### src/rtl/ffd_delay_line_pkg.sv
// ffd_delay_line_pkg
//   Shared constants for the tapped delay line and its consumers:
//   default sample width and the fill-state encoding exported to MAC stages.
package ffd_delay_line_pkg;

  localparam int N = 18;  // default fixed-point sample width

  typedef enum logic [1:0] {
    FS_EMPTY   = 2'b00,
    FS_FILLING = 2'b01,
    FS_FULL    = 2'b10
  } fill_state_t;

endpackage

### src/rtl/ffd_delay_line_stage.sv
// ffd_stage
//   One WIDTH-bit register with enable, clear and synchronous active-low reset.
//   Exports both the registered value (q) and the value it will take at the
//   next rising edge (q_next), so the top can present look-ahead taps.
// Ports
//   clk     in   rising-edge clock
//   reset   in   synchronous, active-low reset
//   en      in   load d at the next edge
//   clr     in   synchronous clear (wins over en)
//   d       in   WIDTH  data in
//   q       out  WIDTH  registered data
//   q_next  out  WIDTH  next-state data
module ffd_stage #(
  parameter int WIDTH = ffd_delay_line_pkg::N
) (
  input  logic             clk,
  input  logic             reset,
  input  logic             en,
  input  logic             clr,
  input  logic [WIDTH-1:0] d,
  output logic [WIDTH-1:0] q,
  output logic [WIDTH-1:0] q_next
);

  always_comb begin
    q_next = q;
    if (!reset || clr) q_next = '0;
    else if (en)       q_next = d;
  end

  always_ff @(posedge clk) begin
    if (!reset)   q <= '0;
    else if (clr) q <= '0;
    else if (en)  q <= d;
  end

endmodule

### src/rtl/ffd_delay_line.sv
// ffd_delay_line
//   Tapped delay line of DEPTH enable-gated registers. Every tap is visible in
//   parallel (tap0 newest); a saturating fill counter and a small FSM report
//   when all taps hold valid samples.
// Parameters
//   WIDTH  sample width
//   DEPTH  number of taps, >= 2
//   CNT_W  fill counter width, 2**CNT_W > DEPTH
// Ports
//   clk       in   rising-edge clock
//   reset     in   synchronous, active-low reset
//   enable    in   accept din and advance the line
//   flush     in   synchronous clear of line and fill count (wins over enable)
//   din       in   WIDTH        new sample
//   taps      out  WIDTH*DEPTH  tap k at [WIDTH*(k+1)-1 : WIDTH*k]
//   dout      out  WIDTH        oldest tap (tap DEPTH-1)
//   fill_cnt  out  CNT_W        valid samples held, 0..DEPTH
//   empty     out  fill_cnt == 0
//   full      out  fill_cnt == DEPTH
// Configuration
//   TAP_LOOKAHEAD_EN  when defined, all outputs show next-state values
//                     combinationally; otherwise they come straight from registers.
module ffd_delay_line
  import ffd_delay_line_pkg::*;
#(
  parameter int WIDTH = N,
  parameter int DEPTH = 9,
  parameter int CNT_W = 4
) (
  input  logic                   clk,
  input  logic                   reset,
  input  logic                   enable,
  input  logic                   flush,
  input  logic [WIDTH-1:0]       din,
  output logic [WIDTH*DEPTH-1:0] taps,
  output logic [WIDTH-1:0]       dout,
  output logic [CNT_W-1:0]       fill_cnt,
  output logic                   empty,
  output logic                   full
);

  localparam logic [CNT_W-1:0] CNT_MAX  = CNT_W'(DEPTH);
  localparam logic [CNT_W-1:0] CNT_LAST = CNT_W'(DEPTH - 1);

  logic [DEPTH-1:0][WIDTH-1:0] stage_q, stage_nq, stage_d;
  logic [CNT_W-1:0]            cnt_q, cnt_nxt;
  fill_state_t                 state_q, state_nxt, state_out;

  // Stage 0 takes din, every later stage takes its predecessor.
  assign stage_d[0] = din;
  for (genvar k = 1; k < DEPTH; k++) begin : g_chain
    assign stage_d[k] = stage_q[k-1];
  end

  for (genvar k = 0; k < DEPTH; k++) begin : g_stage
    ffd_stage #(.WIDTH(WIDTH)) u_stage (
      .clk    (clk),
      .reset  (reset),
      .en     (enable),
      .clr    (flush),
      .d      (stage_d[k]),
      .q      (stage_q[k]),
      .q_next (stage_nq[k])
    );
  end

  // Fill counter saturates at DEPTH; only reset/flush bring it down.
  always_comb begin
    cnt_nxt = cnt_q;
    if (!reset || flush)              cnt_nxt = '0;
    else if (enable && cnt_q != CNT_MAX) cnt_nxt = cnt_q + 1'b1;
  end

  always_ff @(posedge clk) begin
    if (!reset) cnt_q <= '0;
    else        cnt_q <= cnt_nxt;
  end

  // FSM: state register
  always_ff @(posedge clk) begin
    if (!reset) state_q <= FS_EMPTY;
    else        state_q <= state_nxt;
  end

  // FSM: next state (reset folded in so look-ahead outputs read zero during reset)
  always_comb begin
    state_nxt = state_q;
    if (!reset || flush) state_nxt = FS_EMPTY;
    else if (enable) begin
      case (state_q)
        FS_EMPTY:   state_nxt = FS_FILLING;
        FS_FILLING: if (cnt_q == CNT_LAST) state_nxt = FS_FULL;
        FS_FULL:    state_nxt = FS_FULL;
        default:    state_nxt = FS_EMPTY;
      endcase
    end
  end

  // FSM: outputs
`ifdef TAP_LOOKAHEAD_EN
  assign state_out = state_nxt;
  assign taps      = stage_nq;
  assign fill_cnt  = cnt_nxt;
`else
  assign state_out = state_q;
  assign taps      = stage_q;
  assign fill_cnt  = cnt_q;
`endif

  always_comb begin
    empty = (state_out == FS_EMPTY);
    full  = (state_out == FS_FULL);
  end

  assign dout = taps[WIDTH*(DEPTH-1) +: WIDTH];

endmodule

### config.mk
export PLATFORM = sky130hd
export DESIGN_NAME = ffd_delay_line
export DESIGN_NICKNAME = d
export VERILOG_FILES = /design/src/rtl/ffd_delay_line_pkg.sv /design/src/rtl/ffd_delay_line_stage.sv /design/src/rtl/ffd_delay_line.sv
export SDC_FILE = /design/constraint.sdc
export NUM_CORES = 1
export LEC_CHECK = 0
export CAP_MARGIN = 25
export CORE_UTILIZATION = 40
export CTS_BUF_LIST = sky130_fd_sc_hd__clkbuf_8
export DETAILED_ROUTE_END_ITERATION = 12
export HOLD_SLACK_MARGIN = 0.05
export PLACE_DENSITY = 0.76
export SLEW_MARGIN = 20
export SYNTH_ARGS = -nofsm -noshare
export SYNTH_HDL_FRONTEND = slang
export SYNTH_SLANG_ARGS = --single-unit
### constraint.sdc
create_clock -name clk -period 2.55 [get_ports clk]
set_clock_uncertainty 0.05 [all_clocks]
set_input_delay 0.765 -clock clk [delete_from_list [all_inputs] [get_ports clk]]
set_output_delay 0.765 -clock clk [all_outputs]
set_load 0.01 [all_outputs]
## Word level (Yosys, flattened, before mapping)

Cells that the tools add are included.

- Input port bits: 22
- Register bits after elaboration: 168

- Reduce and logical (&&, ||, !) cells: 7
- Bitwise gates (word level): 1
- Equal/unequal tests: 5
- $add $sub $neg: 1
- Mux-type cells: 2

Operators by type and width:

| kind | number |
|---|---|
| $pmux 2 s3 | 1 |
| $add 4x1->4 const B | 1 |
| $eq 4x4->1 const B | 1 |
| $ne 4x4->1 const B | 1 |
| $reduce_or 2->1 | 2 |
| $eq 2x1->1 const B | 1 |
| $eq 2x2->1 const B | 1 |
| $logic_not 2->1 | 1 |
| $mux 2 | 1 |
| $ne 2x2->1 const B | 1 |
| $reduce_and 2->1 | 1 |
| $logic_and 1x1->1 | 1 |
| $logic_not 1->1 | 1 |
| $logic_or 1x1->1 | 1 |
| $not 1->1 | 1 |

## Longest topological paths before layout

Gate-level depths: netlist (run 1).

- Word-level depth: 3
- Depth in mapped cells: 5
- Depth with buffers taken out: 5

## Cells and area by module

A second synthesis (run 1) with hierarchy kept.

- Cell total of the unflattened synthesis: 773
- Area, all modules: 7245.7 µm²

By module, submodules not included:

| module | instances | area an instance (µm²) | cells an instance |
|---|---|---|---|
| ffd_stage | 9 | 748.2 | 79 |
| ffd_delay_line | 1 | 511.7 | 62 |

## Worst setup path before layout (run 1)

No wires, ideal clock.

- Path type: input port to flip-flop
- Start: input enable
- End: register g_stage[1].u_stage.q[0]
- Data required time: 2.386 ns
- Setup time: 0.114 ns
- Stages: 4
- Arrival: 1.349 ns
- Setup slack: 1.037 ns
- Path through: buf_4 > clkbuf_4 > mux2i_1 > nor2_1

RTL lines:

| item | line | source |
|---|---|---|
| from (decl) | ffd_delay_line.sv:32 | `input logic enable,` |
| to (signal assigned) | ffd_delay_line_stage.sv:32 | `if (!reset) q <= '0;` |
| to (signal assigned) | ffd_delay_line_stage.sv:33 | `else if (clr) q <= '0;` |
| to (signal assigned) | ffd_delay_line_stage.sv:34 | `else if (en) q <= d;` |
| to (decl) | ffd_delay_line_stage.sv:21 | `output logic [WIDTH-1:0] q,` |

## Worst setup path in the final report (run 1)

- Start: register state_q[1], in the netlist state_out[1]
- End: output empty

- Longest elaborated chain between the ends: 1

RTL lines:

| item | line | source |
|---|---|---|
| from (decl) | ffd_delay_line.sv:47 | `fill_state_t state_q, state_nxt, state_out;` |
| from (signal assigned) | ffd_delay_line.sv:82 | `else state_q <= state_nxt;` |
| $logic_not 2->1 | ffd_delay_line.sv:111 | `empty = (state_out == FS_EMPTY);` |
| to (decl) | ffd_delay_line.sv:38 | `output logic empty,` |

Every way passes these cells.

==> flow_summary.toml, run 1 <==
[run_status]
status = "finished clean"

[final_layout]
area.sequential_mm2 = 0.00336
post_route_cells_drive_above_1_share_pct = 4.79
num-fill-cells = 1297
final_area_mm2 = 0.00875
area_growth_pct = 39.2
n_antenna_cell = 0
multi_input_area_mm2 = 0.00247
stdcell_count = 984
final_nets = 790

[synth]
yosys-mux-area-fraction_pct = 25.8
per_instance_average_area_after_synthesis_um2 = 10.8
synth_top_area_share_pct = 53.5
synth-simple-area-share_pct = 11.1
synth_compound_area_share_pct = 0.896
synthesis.nets = 611
synth_ff_type = "sky130_fd_sc_hd__dfxtp_1"
yosys.cell_count.top_type = "sky130_fd_sc_hd__dfxtp_1"
synth_seq_area_share_pct = 53.5
postSynthCellCount = 583
ys_warn_count = 0
count_of_flip_flops_with_a_built_in_enable_after_synthesis = 0
yosys-top-cells-count = "sky130_fd_sc_hd__dfxtp_1, sky130_fd_sc_hd__nor2_1, sky130_fd_sc_hd__mux2i_1, sky130_fd_sc_hd__buf_4, sky130_fd_sc_hd__buf_6"
synth_top_family_by_area = "multiplexers"
synth.top_cells.by_area = "sky130_fd_sc_hd__dfxtp_1, sky130_fd_sc_hd__mux2i_1, sky130_fd_sc_hd__nor2_1"
synth_xor_xnor_area_share_pct = 0.139
synth_seq_cells = 168
synth_area_mm2 = 0.00629
yosysTopAreaCell = "sky130_fd_sc_hd__dfxtp_1"
synth.lib_cells_used.distinct = 24
asyncSetResetFlopFracSynth_pct = 0
synth_adder_area_share_pct = 1.19

[timing]
clock.fmax_mhz = 418
timing.slew.headroom_pct = 72.8
setup-violations-final = 0
slew_viol_final = 0
grt_setup_unrepaired = "false"
report.final.hold_viol_count = 0
post-route-min-period_ps = 2390
post_route_setup_tns_ps = 0
worst_pin_slew_ps = 409
post-route-period-util_pct = 93.7

[grt]
grt_pass1_wl_mm = 22.5
pin_count_of_the_biggest_net_entering_global_routing = 91
grt_pass1_vias = 4329
grt_antenna_before_repair = 0
globalRouteOverflowTotal = 0
grtUsageTotal_pct = 17.9

[critical_path]
setup.worst_path.class = "register to output pin"
worst_ep_required_time_ps = 1740
crit-reg2reg-launch = "fill_cnt[0]"
setup.worst_path.start = "state_out[1]"
worst_r2r_path_depth = 5
timing.critical_path.to_type = "output pin"
crit_path_max_fanout = 3
crit_arrival_ps = 1580
setup.worst_path.end = "empty"
r2r-end = "state_out[0]"
setup.reg_to_reg.worst_slack_ps = 1170
start_kind = "register"

[hold_path]
min-delay-path-class = "register to register"
min_delay_path_depth = 2

[placed_design]
globalplace.congestion = 0.814
placedCellCount = 954
hpwl_mm = 10.2
dpl_cell_area_mm2 = 0.00832
port_buffers = 207

[clocking]
cts.reportedPaths.clkPinSlew_ps = 80
cts_hold_buffers = 0
clock_insertion_delay_worst_skew_ps = 450
cts.sink_count = 168
tritoncts = "done"
post_cts_resize_count = 0
cts_inserted_buffers = 17
cts-root-buf = "sky130_fd_sc_hd__clkbuf_8"
htree_num_levels = 4
cts-root-to-sink-buffers = 2
post_cts_buffers = 0

[route]
routed_wl_mm = 14.4
antenna_violating_nets_post_route = 0
dr_total_vias = 4634
detailedRoute.firstIterationViolations = 182
drc_errors = 0
post_drt_wl_per_cell_um = 14.6
vias_per_cell = 4.71
detail_route.first_pass.iterations = 4

[die]
die_w_um = 127
initial_utilization_pct = 41.2
floorplan.die_area_mm2 = 0.0162
placeableCoreArea_mm2 = 0.0153
io_pins = 208
floorplan.rows = 45
chipHeight_um = 127

[power_and_ir_drop]
p_leak_nw = 3.50
p_total_w = 0.00499
power.ir.vdd_worst_uv = 296
power_per_cell_area_mw_per_mm2 = 570

[job]
max_cap_violations = 0
==> registers in the layout, indices dropped and copies added, names as in the netlist <==
name               flops
state_out              2
fill_cnt               4
g_stage.u_stage.q    162
==> final cells by class <==
| cell class | count | area share (%) |
|---|---|---|
| flip-flops and latches | 168 | 38.4 |
| clock inverters | 12 | 2.13 |
| well taps | 211 | 3.02 |
| clock buffers | 18 | 2.83 |
| inverters | 5 | 0.214 |
| multi-input cells | 354 | 28.2 |
| repair buffers | 216 | 25.2 |
==> worst max-delay path, stage by stage (launching register included) <==
cell and delay (ps):
sky130_fd_sc_hd__dfxtp_1 330, sky130_fd_sc_hd__inv_1 80, sky130_fd_sc_hd__ha_1 170, sky130_fd_sc_hd__clkdlybuf4s50_1 550
==> per-stage QoR <==
step / utilization [%] / hold WS (ps) / worst slack [ps]
6_report: 57.4 / 448 / 160
3_3_place_gp: 54.5 / 423 / 521
2_1_floorplan: - / 411 / 1040
4_1_cts: 57.4 / 451 / 108
3_5_place_dp: 54.5 / 439 / 477
5_1_grt: 57.4 / 476 / 54.7
==> per-layer routing <==
metal / GRT usage (%) / up-vias / share of wire [%]
met2: 27.4 / 162 / 45
met4: 9.52 / 0 / 2.5
li1: - / 2281 / -
met5: 0 / - / 0
met1: 22.3 / 2165 / 45
met3: 5.82 / 26 / 6.7
==> report_power, final <==
part | internal, W | total, W | switching (W)
sequential | 0.00264 | 0.00265 | 0.0000125
combinational | 0.000137 | 0.000280 | 0.000143
clock | 0.00117 | 0.00206 | 0.000896
==> cells in the final DEF, fill, tap and decap left out, drive strengths merged <==
cell and instances:
nand4b 2, bufinv 5, clkbuf 18, nor2 163, o211ai 2, nor2b 1
mux2i 162, nand3 2, dfxtp 168, a21oi 3, a41o 1, a211oi 1
nand2 3, nand3b 1, clkdlybuf4s50 206, clkinv 2, nand4 2, a211o 1
buf 10, clkinvlp 1, inv 9, and3b 1, xor2 1, nand2b 2
ha 6
==> cells by family after synthesis <==
logic type | Yosys count
multiplexers | 162
AO/OA/AOI/OAI | 8
XOR/XNOR | 1
buffers and inverters | 61
adder cells (fa/ha/maj) | 6
flip-flops | 168
AND/OR/NAND/NOR | 177
==> how the worst min path moves through the flow <==
stage	start	end	slack [ps]
floorplan	state_out[1]	state_out[1]	410
global placement	state_out[0]	state_out[0]	420
detailed placement	state_out[1]	state_out[1]	440
CTS	state_out[1]	state_out[1]	450
global route	state_out[0]	state_out[0]	480
finish	state_out[0]	state_out[0]	450
Note: power is estimated with default switching activity, not from simulation.
==> inputs of run 2 (changes only) <==
--- a/config.mk
+++ b/config.mk
@@ -6,6 +6,7 @@
 export NUM_CORES = 1
 export LEC_CHECK = 0
 export CAP_MARGIN = 25
+export CORE_ASPECT_RATIO = 0.6
 export CORE_UTILIZATION = 40
 export CTS_BUF_LIST = sky130_fd_sc_hd__clkbuf_8
 export DETAILED_ROUTE_END_ITERATION = 12
==> run 2 against run 1 <==
  * Worst setup slack lost 53 ps
  * Via count grew 0.47%
  * First-iteration DRC count grew 32%
==> flow_summary.toml, run 2 (synthesis gave the netlist of run 1 again) <==
[power_and_ir_drop]
p_total_w = 0.00494
p_leak_nw = 3.51
power_per_cell_area_mw_per_mm2 = 561
power.ir.vdd_worst_uv = 302

[route]
dr_total_vias = 4656
vias_per_cell = 4.75
routed_wl_mm = 14.6
post_drt_wl_per_cell_um = 14.9
antenna_violating_nets_post_route = 0
drc_errors = 0
detail_route.first_pass.iterations = 4
detailedRoute.firstIterationViolations = 240

[die]
floorplan.die_area_mm2 = 0.0162
placeableCoreArea_mm2 = 0.0154
chipHeight_um = 99.1
die_w_um = 164
initial_utilization_pct = 40.9
floorplan.rows = 35
io_pins = 208

[final_layout]
final_nets = 794
stdcell_count = 981
num-fill-cells = 1279
largest_reg_flops = 162
layout.cells.most_common_list = "sky130_fd_sc_hd__clkdlybuf4s50_1, sky130_fd_sc_hd__dfxtp_1, sky130_fd_sc_hd__nor2_1"
n_antenna_cell = 0
multi_input_area_mm2 = 0.00247
regMostFlops = "g_stage.u_stage.q"
post_route_cells_drive_above_1_share_pct = 5.91
final_common_cell = "sky130_fd_sc_hd__clkdlybuf4s50_1"
finalCoreUtilization_pct = 57.3
area_growth_pct = 40.1
area.sequential_mm2 = 0.00336

[clocking]
cts.reportedPaths.clkPinSlew_ps = 100
cts_inserted_buffers = 17
htree_num_levels = 4
cts.sink_count = 168
clock_insertion_delay_worst_skew_ps = 440
post_cts_buffers = 0
post_cts_resize_count = 0
cts-root-to-sink-buffers = 2
cts-root-buf = "sky130_fd_sc_hd__clkbuf_8"
cts_hold_buffers = 0
tritoncts = "done"

[critical_path]
crit_arrival_ps = 1630
crit_path_max_fanout = 3
worst_ep_required_time_ps = 1740
setup.worst_path.class = "register to output pin"
start_kind = "register"
worst_r2r_path_depth = 5
timing.critical_path.to_type = "output pin"

[grt]
grt_antenna_before_repair = 0
globalRouteOverflowTotal = 0
pin_count_of_the_biggest_net_entering_global_routing = 39
grt_pass1_vias = 4582
grt_pass1_wl_mm = 22.9
grtUsageTotal_pct = 18.0

[job]
max_cap_violations = 0

[timing]
report.final.hold_viol_count = 0
worst_pin_slew_ps = 445
timing.slew.headroom_pct = 70.3
post-route-period-util_pct = 95.8
clock.fmax_mhz = 409
post_route_setup_tns_ps = 0
slew_viol_final = 0
setup-violations-final = 0
grt_setup_unrepaired = "false"
post-route-min-period_ps = 2440

[placed_design]
port_buffers = 207
placedCellCount = 950
globalplace.congestion = 0.748
hpwl_mm = 10.3

[hold_path]
min_delay_path_depth = 2
min-delay-path-class = "register to register"

[run_status]
status = "finished clean"
-- run 2: worst max-delay path: stages (launching register included) --
cell	delay, ps
sky130_fd_sc_hd__dfxtp_1	340
sky130_fd_sc_hd__inv_1	80
sky130_fd_sc_hd__ha_1	210
sky130_fd_sc_hd__clkdlybuf4s50_1	550
-- run 2: cell type report --
cell class / instances / share of cell area [%]
Clock buffer: 17 / 2.66
Inverter: 5 / 0.213
Multi-Input combinational cell: 354 / 28.0
Timing Repair Buffer: 220 / 26.0
Sequential cell: 168 / 38.2
Tap cell: 203 / 2.88
Clock inverter: 14 / 2.06
-- run 2: power by group --
part	leakage (nW)	internal, W	switching [W]
Clock	0.202	0.000987	0.00101
Sequential	1.35	0.00264	0.0000122
Combinational	1.96	0.000149	0.000148
-- run 2: final timing paths --
check | from | endpoint | slack (ps)
worst max-delay path | state_out[0] | empty | 110
worst min-delay path | state_out[1] | state_out[1] | 470
worst max register to register | fill_cnt[1] | fill_cnt[1] | 1150
worst min register to register | state_out[1] | state_out[1] | 470
-- run 2: per-layer routing --
layer | vias to the layer above | track usage [%] | part of all wire, %
met1 | 2211 | 21.5 | 44
met4 | 0 | 5.63 | 1.1
met3 | 13 | 7.88 | 8.9
li1 | 2284 | - | -
met2 | 148 | 29.2 | 46
met5 | - | 0 | 0
-- run 2: per-stage QoR --
stage,hold slack (ps),setup WS [ps],area [um2]
6_report,467,107,8810
5_1_grt,483,9.80,8810
4_1_cts,469,85.1,8810
3_5_place_dp,452,372,8390
3_3_place_gp,424,401,8390
2_1_floorplan,411,1040,6290
==> inputs of run 3 (changes only) <==
--- a/config.mk
+++ b/config.mk
@@ -5,13 +5,14 @@
 export SDC_FILE = /design/constraint.sdc
 export NUM_CORES = 1
 export LEC_CHECK = 0
+export ABC_AREA = 0
 export CAP_MARGIN = 25
 export CORE_ASPECT_RATIO = 0.6
 export CORE_UTILIZATION = 40
 export CTS_BUF_LIST = sky130_fd_sc_hd__clkbuf_8
 export DETAILED_ROUTE_END_ITERATION = 12
 export HOLD_SLACK_MARGIN = 0.05
-export PLACE_DENSITY = 0.76
+export PLACE_DENSITY = 0.71
 export SLEW_MARGIN = 20
 export SYNTH_ARGS = -nofsm -noshare
 export SYNTH_HDL_FRONTEND = slang
==> run 3 against run 2 <==
  * Via count fell by 0.60%
  * Register-to-register slack better by 40 ps
  * Final cell count is 0.20% lower
  * Utilization is 0.53 points lower
  * Die area stayed put
  * Combinational power down 3%
  * Non-clock buffer count down 3
  * First-iteration DRC count increased by 1.3%
  * Critical endpoint unchanged
==> flow_summary.toml, run 3 (synthesis gave the netlist of run 1 again) <==
[run_status]
status = "finished clean"

[placed_design]
placedCellCount = 947
pre_cts_slack_ps = 357
dpl_cell_area_mm2 = 0.00834
globalplace.congestion = 0.773
port_buffers = 207
hpwl_mm = 11.0

[route]
antenna_violating_nets_post_route = 0
detailedRoute.firstIterationViolations = 243
routed_wl_mm = 15.4
dr_total_vias = 4628
vias_per_cell = 4.73
detail_route.first_pass.iterations = 4
post_drt_wl_per_cell_um = 15.7
drc_errors = 0

[grt]
grtUsageMet2_pct = 30.3
pin_count_of_the_biggest_net_entering_global_routing = 41
use_met3_pct = 7.34
grt.busiest_layer = "met2"
grt_pass1_wl_mm = 24.2
grtUsageTotal_pct = 19.0
grt_util_met1_pct = 24.5
grt_pass1_vias = 4574
globalRouteOverflowTotal = 0
grt_antenna_before_repair = 0

[final_layout]
regMostFlops = "g_stage.u_stage.q"
area_growth_pct = 38.8
final_common_cell = "sky130_fd_sc_hd__clkdlybuf4s50_1"
area.sequential_mm2 = 0.00336
layout.cells.most_common_list = "sky130_fd_sc_hd__clkdlybuf4s50_1, sky130_fd_sc_hd__dfxtp_1, sky130_fd_sc_hd__nor2_1"
largest_reg_flops = 162
multi_input_area_mm2 = 0.00247
post_route_cells_drive_above_1_share_pct = 5.54
final_nets = 791
n_antenna_cell = 0
final_area_mm2 = 0.00872
num-fill-cells = 1332
stdcell_count = 979

[timing]
post_route_setup_tns_ps = 0
final_critical_path_setup_slack_ps = 156
clock.fmax_mhz = 418
setup-violations-final = 0
timing.slew.headroom_pct = 72.5
post-route-min-period_ps = 2390
report.final.hold_viol_count = 0
grt_setup_unrepaired = "false"
slew_viol_final = 0
post-route-period-util_pct = 93.9
worst_pin_slew_ps = 412
fin_hold_ws_ps = 442

[critical_path]
setup.reg_to_reg.worst_slack_ps = 1190
crit_path_max_fanout = 3
worst_ep_required_time_ps = 1740
setup.worst_path.class = "register to output pin"
start_kind = "register"
crit_arrival_ps = 1580
timing.critical_path.to_type = "output pin"

[hold_path]
min-delay-path-class = "register to register"

[clocking]
cts.sink_count = 168
cts_hold_buffers = 0
post_cts_resize_count = 0
cts-root-to-sink-buffers = 2
htree_num_levels = 4
clock_insertion_delay_worst_skew_ps = 430
cts-root-buf = "sky130_fd_sc_hd__clkbuf_8"
cts_inserted_buffers = 17
post_cts_buffers = 0
cts.reportedPaths.clkPinSlew_ps = 90
tritoncts = "done"

[job]
max_cap_violations = 0

[power_and_ir_drop]
power.ir.vdd_worst_uv = 297
p_leak_nw = 3.48
power_per_cell_area_mw_per_mm2 = 544

[die]
floorplan.die_area_mm2 = 0.0162
placeableCoreArea_mm2 = 0.0154
io_pins = 208
floorplan.rows = 35
initial_utilization_pct = 40.9
die_w_um = 164
chipHeight_um = 99.1
==> run 3: cell count changes in the layout (fill, tap and decap cells not counted) <==
| cell | delta |
|---|---|
| sky130_fd_sc_hd__clkinv_4 | +4 |
| sky130_fd_sc_hd__inv_1 | +1 |
| sky130_fd_sc_hd__buf_12 | -2 |
| sky130_fd_sc_hd__buf_4 | -1 |
| sky130_fd_sc_hd__inv_8 | -1 |
| sky130_fd_sc_hd__inv_6 | -3 |
| sky130_fd_sc_hd__clkinvlp_4 | -1 |
| sky130_fd_sc_hd__clkbuf_8 | +2 |
| sky130_fd_sc_hd__bufinv_16 | -2 |
| sky130_fd_sc_hd__clkinv_2 | +1 |
==> run 3: layout make-up <==
class                           instances  area share [%]
Tap cell                              203            2.91
Timing Repair Buffer                  217            25.7
Clock buffer                           19            3.00
Multi-Input combinational cell        354            28.3
Sequential cell                       168            38.5
Inverter                                5           0.215
Clock inverter                         13            1.38
==> run 3: worst max-delay path, stage by stage, from the launching register on <==
cell and delay [ps]:
sky130_fd_sc_hd__dfxtp_1 340, sky130_fd_sc_hd__inv_1 80, sky130_fd_sc_hd__ha_1 190, sky130_fd_sc_hd__clkdlybuf4s50_1 540
==> run 3: worst paths after layout <==
path | start | cells past startpoint | end
worst max-delay path | state_out[0] | 3 | empty
worst min-delay path | state_out[1] | 2 | state_out[1]
worst max register to register | fill_cnt[1] | 5 | fill_cnt[1]
worst min register to register | state_out[1] | 2 | state_out[1]
==> run 3: where the power goes <==
| part | switching, W | internal, W | leakage [nW] | total (W) |
|---|---|---|---|---|
| combinational | 0.000146 | 0.000142 | 1.93 | 0.000288 |
| clock | 0.000977 | 0.000833 | 0.194 | 0.00181 |
| sequential | 0.0000132 | 0.00264 | 1.35 | 0.00265 |
| total | 0.00114 | 0.00361 | 3.48 | 0.00475 |
==> run 3: routing by layer <==
metal / share of wire, % / vias to the layer above
met5: 0 / -
met4: 0.69 / 0
met3: 7.6 / 11
met2: 45 / 139
met1: 46 / 2201
li1: - / 2277
==> run 3: through the flow <==
step	util, %	total power [W]
after CTS	56.8	0.00481
after global placement	54.3	0.00299
after global routing	56.8	0.00495
final	56.8	0.00475
after detailed placement	54.3	0.00300
after floorplan	-	0.00291
